$ cat config.mk
export PLATFORM = sky130hd
export DESIGN_NAME = register_tree_sched
export DESIGN_NICKNAME = d
export VERILOG_FILES = /design/src/rtl/register_tree_sched.sv
export SDC_FILE = /design/constraint.sdc
export NUM_CORES = 1
export LEC_CHECK = 0
export ABC_AREA = 1
export CORE_MARGIN = 8
export CORE_UTILIZATION = 44
export DETAILED_ROUTE_END_ITERATION = 8
export PLACE_DENSITY = 0.87
export SLEW_MARGIN = 20
export SYNTH_ARGS = -nofsm -noshare
export SYNTH_HDL_FRONTEND = slang
export SYNTH_SLANG_ARGS = --single-unit
$ cat constraint.sdc
create_clock -name CLK -period 3.7 [get_ports CLK]
set_input_delay 0.74 -clock CLK [delete_from_list [all_inputs] [get_ports CLK]]
set_output_delay 0.74 -clock CLK [all_outputs]
set_load 0.01 [all_outputs]
$ cat src/rtl/register_tree_sched.sv
// register_tree_sched: round-robin front end sharing one register_tree max-heap.
// Define REGISTER_TREE_SCHED_STATS_EN to add issued/rejected op counters.
module register_tree_sched #(
    parameter int N_CLIENTS  = 4,
    parameter int QUEUE_SIZE = 8,
    parameter int DATA_WIDTH = 16,
    parameter int ENQ_WAIT   = $clog2(QUEUE_SIZE) + 3,
    parameter int DEQ_WAIT   = 3
) (
    input  logic                             CLK,
    input  logic                             RSTn,
    input  logic [N_CLIENTS-1:0]             i_req_valid,
    input  logic [2*N_CLIENTS-1:0]           i_req_op,
    input  logic [DATA_WIDTH*N_CLIENTS-1:0]  i_req_data,
    output logic [N_CLIENTS-1:0]             o_req_ready,
    output logic                             o_rsp_valid,
    output logic [$clog2(N_CLIENTS)-1:0]     o_rsp_id,
    output logic [DATA_WIDTH-1:0]            o_rsp_data,
    output logic                             o_rsp_err,
    output logic                             o_pq_wrt,
    output logic                             o_pq_read,
    output logic [DATA_WIDTH-1:0]            o_pq_data,
    input  logic                             i_pq_full,
    input  logic                             i_pq_empty,
    input  logic [DATA_WIDTH-1:0]            i_pq_data
`ifdef REGISTER_TREE_SCHED_STATS_EN
    ,
    output logic [31:0]                      o_stat_issued,
    output logic [31:0]                      o_stat_rejected
`endif
);

    localparam int IW   = $clog2(N_CLIENTS);
    localparam int MAXW = (ENQ_WAIT > DEQ_WAIT) ? ENQ_WAIT : DEQ_WAIT;
    localparam int CW   = $clog2(MAXW + 1);

    localparam logic [1:0] IDLE  = 2'd0;
    localparam logic [1:0] ISSUE = 2'd1;
    localparam logic [1:0] WAIT  = 2'd2;

    localparam logic [1:0] OP_ENQ = 2'b00;
    localparam logic [1:0] OP_DEQ = 2'b01;
    localparam logic [1:0] OP_REP = 2'b10;

    logic [1:0]            state;
    logic [IW-1:0]         last_grant;
    logic [CW-1:0]         cnt;
    logic [1:0]            op_q;
    logic [DATA_WIDTH-1:0] key_q;
    logic [DATA_WIDTH-1:0] root_q;
    logic [IW-1:0]         id_q;
    logic                  err_q;

    logic [N_CLIENTS-1:0]  upper;
    logic [N_CLIENTS-1:0]  sel_vec;
    logic [IW-1:0]         grant_id;
    logic                  grant_hit;
    logic                  accept;
    logic [1:0]            sel_op;
    logic [DATA_WIDTH-1:0] sel_key;
    logic                  sel_err;
    logic                  is_enq;
    logic                  is_deq;
    logic                  is_rep;

    // Clients above the last grant win first; otherwise wrap to the lowest.
    always_comb begin
        upper = '0;
        for (int k = 0; k < N_CLIENTS; k++) begin
            upper[k] = i_req_valid[k] && (IW'(k) > last_grant);
        end
    end

    always_comb begin
        sel_vec  = (|upper) ? upper : i_req_valid;
        grant_id = '0;
        for (int k = N_CLIENTS - 1; k >= 0; k--) begin
            if (sel_vec[k]) begin
                grant_id = IW'(k);
            end
        end
        grant_hit = |i_req_valid;
    end

    assign accept      = RSTn && (state == IDLE) && grant_hit;
    assign o_req_ready = accept ? (N_CLIENTS'(1) << grant_id) : '0;

    always_comb begin
        sel_op  = '0;
        sel_key = '0;
        for (int k = 0; k < N_CLIENTS; k++) begin
            if (grant_id == IW'(k)) begin
                sel_op  = i_req_op[2*k +: 2];
                sel_key = i_req_data[DATA_WIDTH*k +: DATA_WIDTH];
            end
        end
    end

    assign is_enq = (sel_op == OP_ENQ);
    assign is_deq = (sel_op == OP_DEQ);
    assign is_rep = (sel_op == OP_REP);

    always_comb begin
        sel_err = 1'b1;
        unique case (1'b1)
            is_enq:         sel_err = i_pq_full;
            is_deq, is_rep: sel_err = i_pq_empty;
            default:        sel_err = 1'b1;
        endcase
    end

    always_ff @(posedge CLK or negedge RSTn) begin
        if (!RSTn) begin
            state      <= IDLE;
            last_grant <= IW'(N_CLIENTS - 1);
            cnt        <= '0;
            op_q       <= '0;
            key_q      <= '0;
            root_q     <= '0;
            id_q       <= '0;
            err_q      <= 1'b0;
        end else begin
            unique case (state)
                IDLE: begin
                    if (accept) begin
                        op_q       <= sel_op;
                        key_q      <= sel_key;
                        root_q     <= i_pq_data;
                        id_q       <= grant_id;
                        err_q      <= sel_err;
                        last_grant <= grant_id;
                        state      <= ISSUE;
                    end
                end
                ISSUE: begin
                    if (err_q) begin
                        state <= IDLE;
                    end else begin
                        cnt   <= (op_q == OP_ENQ) ? CW'(ENQ_WAIT)
                                                  : CW'(DEQ_WAIT);
                        state <= WAIT;
                    end
                end
                WAIT: begin
                    if (cnt <= CW'(1)) begin
                        cnt   <= '0;
                        state <= IDLE;
                    end else begin
                        cnt <= cnt - CW'(1);
                    end
                end
                default: state <= IDLE;
            endcase
        end
    end

    logic issue;
    logic go;

    assign issue = (state == ISSUE);
    assign go    = issue && !err_q;

    assign o_rsp_valid = issue;
    assign o_rsp_id    = issue ? id_q : '0;
    assign o_rsp_err   = issue && err_q;
    assign o_rsp_data  = (go && op_q != OP_ENQ) ? root_q : '0;
    assign o_pq_wrt    = go && (op_q == OP_ENQ || op_q == OP_REP);
    assign o_pq_read   = go && (op_q == OP_DEQ || op_q == OP_REP);
    assign o_pq_data   = (go && op_q != OP_DEQ) ? key_q : '0;

`ifdef REGISTER_TREE_SCHED_STATS_EN
    logic [31:0] issued_q;
    logic [31:0] rejected_q;

    always_ff @(posedge CLK or negedge RSTn) begin
        if (!RSTn) begin
            issued_q   <= '0;
            rejected_q <= '0;
        end else if (issue) begin
            if (err_q) begin
                if (rejected_q != '1) begin
                    rejected_q <= rejected_q + 32'd1;
                end
            end else if (issued_q != '1) begin
                issued_q <= issued_q + 32'd1;
            end
        end
    end

    assign o_stat_issued   = issued_q;
    assign o_stat_rejected = rejected_q;
`endif

endmodule
==> PnR_summary.wiki <==
{| class="wikitable"
! Metric !! Value
|-
| Result of the run || complete, no violations
|-
| Placement row count || 29
|-
| Final estimated routing congestion in global placement || 0.9203
|-
| Number of enable-type register cells in the synthesized netlist || 0
|-
| Count of port buffers added during placement || 137
|-
| Post-Route Skew || 0.005750 ns
|-
| Number of buffers inserted during clock tree synthesis || 5
|-
| Count of fill cells added during filler insertion || 529
|-
| Via-per-instance ratio || 4.922
|-
| Syn_area_per_cell || 7.312 sq um
|-
| Prevailing post-synth register cell || dfrtp_1
|-
| Total Die Area || 9074 sq um
|-
| Type of the worst min-delay path || in2async
|-
| Final nets || 616
|-
| Number of nets with antenna violations after routing || 0
|-
| Fmax achieved || 0.2836 GHz
|-
| Total setup violations reported at the end of the flow || 0
|-
| Areal power density over the cells || 581.4 nW/um^2
|-
| Gr ovfl total || 0
|-
| Vias in the first global route || 2994
|-
| CTS Hold Buffers Added || 0
|-
| Setup_tns || 0 ns
|-
| Total of warnings raised by yosys || 0
|-
| Post-synthesis cell type count || 36
|-
| Antenna violations before repair || 0
|-
| Height of the die || 95.26 microns
|-
| Detail-routed net length per standard cell || 14.66 microns
|-
| Transition at the pin with the smallest max-transition slack || 0.5475 ns
|-
| Total global routing track utilization || 0.1907
|-
| Crit path arrival time || 2.79 ns
|-
| Worst setup EP type || output pin
|-
| Max-slew violation total from the final report || 0
|-
| Register clock-pin slew on the reported worst setup and hold paths || 0.09 ns
|-
| Worst vdd rail ir drop || 0.2815 mV
|-
| Number of buffers added for setup after CTS || 0
|-
| DPL Wire Length || 7.033 mm
|-
| Leak Pwr || 1.952 nW
|-
| Share of cells above drive strength 1 || 0.1029
|-
| Sinks on the clock net || 44
|-
| Total Routed Length || 8.680 mm
|-
| Total via count after detailed routing || 2914
|-
| Total inserted antenna cells || 0
|-
| Final Hold Fails || 0
|-
| WP data required || 2.96 ns
|-
| Maximum number of pins on one net before global-route repair || 58
|-
| Register bit count reported by yosys || 44
|-
| Core Area || 6205 sq um
|-
| Highest net fanout along the worst path || 18
|-
| Post-synth ARST share || 1.000
|-
| CTS tree || built
|-
| Clock Tree Buf Depth || 2
|-
| Clk Tree Root Cell || clkbuf_8
|-
| Drt first-iter violations || 86
|-
| Post-cts sizing count || 0
|-
| Pre-Repair DR Iteration Count || 4
|-
| Worst hold slack || 0.5089 ns
|-
| Floorplan die width || 95.26 microns
|-
| Signed area change from the synthesized netlist to the final layout || 55.64%
|-
| I/O pin cnt || 138
|-
| Sequential element share of the synthesized area || 0.3993
|-
| Relative slew margins || 0.6350
|-
| Syn_nets || 480
|-
| Time the final worst path needs with I/O delays and setup || 3.526 ns
|-
| Clock latency on the worst-skew pair || 0.30 ns
|-
| Detailed-route DRC error count || 0
|-
| Number of instances in the synthesized netlist || 378
|-
| Netlist area before placement || 2764 sq um
|-
| Crit Path Class || in2out
|-
| H-tree lvl count || 2
|-
| # Max-Cap Violations || 0
|-
| Period Utilization, post-route || 0.9529
|-
| Initial core utilization || 0.4455
|-
| Setup crit start kind || input pin
|-
| RSZ-0062 raised after global routing || no
|-
| Wire length of the first global-routing pass || 13.66 mm
|-
| Utilization of the core after routing || 0.6933
|}
## synth_stat cells (2+ instances only)
cell,instances,area (sq um)
buf_6,2,22.52
nand2_4,4,45.04
nand4_4,2,42.54
nand2_2,7,43.79
dfrtp_1,42,1051
nand2_1,96,360.4
o21ai_0,39,195.2
clkbuf_1,5,18.77
inv_2,8,30.03
inv_1,52,195.2
dfstp_2,2,52.55
nand4_1,7,43.79
o21ai_2,5,43.79
o211ai_1,7,52.55
buf_2,5,25.02
nand3_1,10,50.05
o21ai_1,2,10.01
or2_2,2,12.51
o22ai_1,4,25.02
nor2_4,4,45.04
nor2_1,51,191.4
a21oi_1,3,15.01
ha_1,6,75.07
## metrics by stage
stage	worst slack [ns]	instance area (sq um)	instances	total power, mW
6_report	0.1742	4302	592	2.501
5_1_grt	0.02017	4302	592	2.707
4_1_cts	0.1598	4302	592	2.526
3_5_place_dp	0.1736	4187	584	2.137
3_3_place_gp	0.2219	4187	584	2.082
2_1_floorplan	1.318	2764	378	1.674
## final cells by class
class | instances | area (sq um) | share of cell area
inverters | 60 | 225.2 | 0.05236
multi-input cells | 259 | 1343 | 0.3121
repair buffers | 144 | 1419 | 0.3298
flip-flops and latches | 44 | 1104 | 0.2565
clock buffers | 5 | 68.82 | 0.01600
well taps | 77 | 96.34 | 0.02240
clock inverters | 3 | 46.29 | 0.01076
## metal layers
metal / global-route usage / share of wire / vias up / wire (microns)
met3: 0.07559 / 0.099 / 18 / 861
met5: 0 / 0 / - / 0
met4: 0.07802 / 0.027 / 0 / 233
li1: - / - / 1454 / -
met1: 0.2029 / 0.39 / 1328 / 3389
met2: 0.3297 / 0.48 / 114 / 4196
## power breakdown
part / internal, mW / switching (mW) / leakage, nW
sequential: 0.710 / 0.0892 / 0.539
clock: 0.204 / 0.179 / 0.0548
combinational: 0.546 / 0.772 / 1.36
total: 1.46 / 1.04 / 1.95
## critical path, stage by stage
cell and delay [ns]:
clkdlybuf4s50_1 0.54, nand2_4 0.08, nand4_2 0.16, nand3_2 0.12, nand2_4 0.19, inv_2 0.09
nor2_4 0.10, inv_1 0.10, nor2_1 0.10, clkdlybuf4s50_1 0.54
## cells by family after synthesis
| kind of cell | after synthesis | share of synthesized area |
|---|---|---|
| XOR/XNOR | 1 | 0.003169 |
| adder cells (fa/ha/maj) | 6 | 0.02716 |
| flip-flops | 44 | 0.3993 |
| AND/OR/NAND/NOR | 190 | 0.3259 |
| buffers and inverters | 75 | 0.1150 |
| AO/OA/AOI/OAI | 62 | 0.1295 |
## sequential cells by signal, indices dropped and copies added (netlist names)
name,flops
op_q,2
key_q,16
err_q,1
last_grant,2
state,2
root_q,16
cnt,3
id_q,2
## placed cells by master (no fill, tap or decap), types with 5 or more instances in the layout
cell / n
dfrtp_1: 42
o211ai_1: 7
o21ai_2: 5
nand4_1: 7
nand2_2: 7
ha_1: 6
nor2_1: 51
clkdlybuf4s50_1: 136
o21ai_0: 39
buf_4: 7
inv_2: 8
nand3_1: 10
clkbuf_8: 5
nand2_1: 96
inv_1: 52
## final timing paths
kind / from / slack [ns] / to / depth (start not counted)
setup reg to reg: last_grant[0] / 1.22 / err_q / 14
hold / removal: RSTn / 0.51 / state[0] / 2
max in group asynchronous: RSTn / 2.81 / cnt[2] / 2
min in group CLK: key_q[3] / 0.52 / key_q[3] / 2
setup / recovery: i_req_valid[2] / 0.17 / o_req_ready[0] / 10
hold reg to reg: key_q[3] / 0.52 / key_q[3] / 2
(Power assumes the default switching activity.)
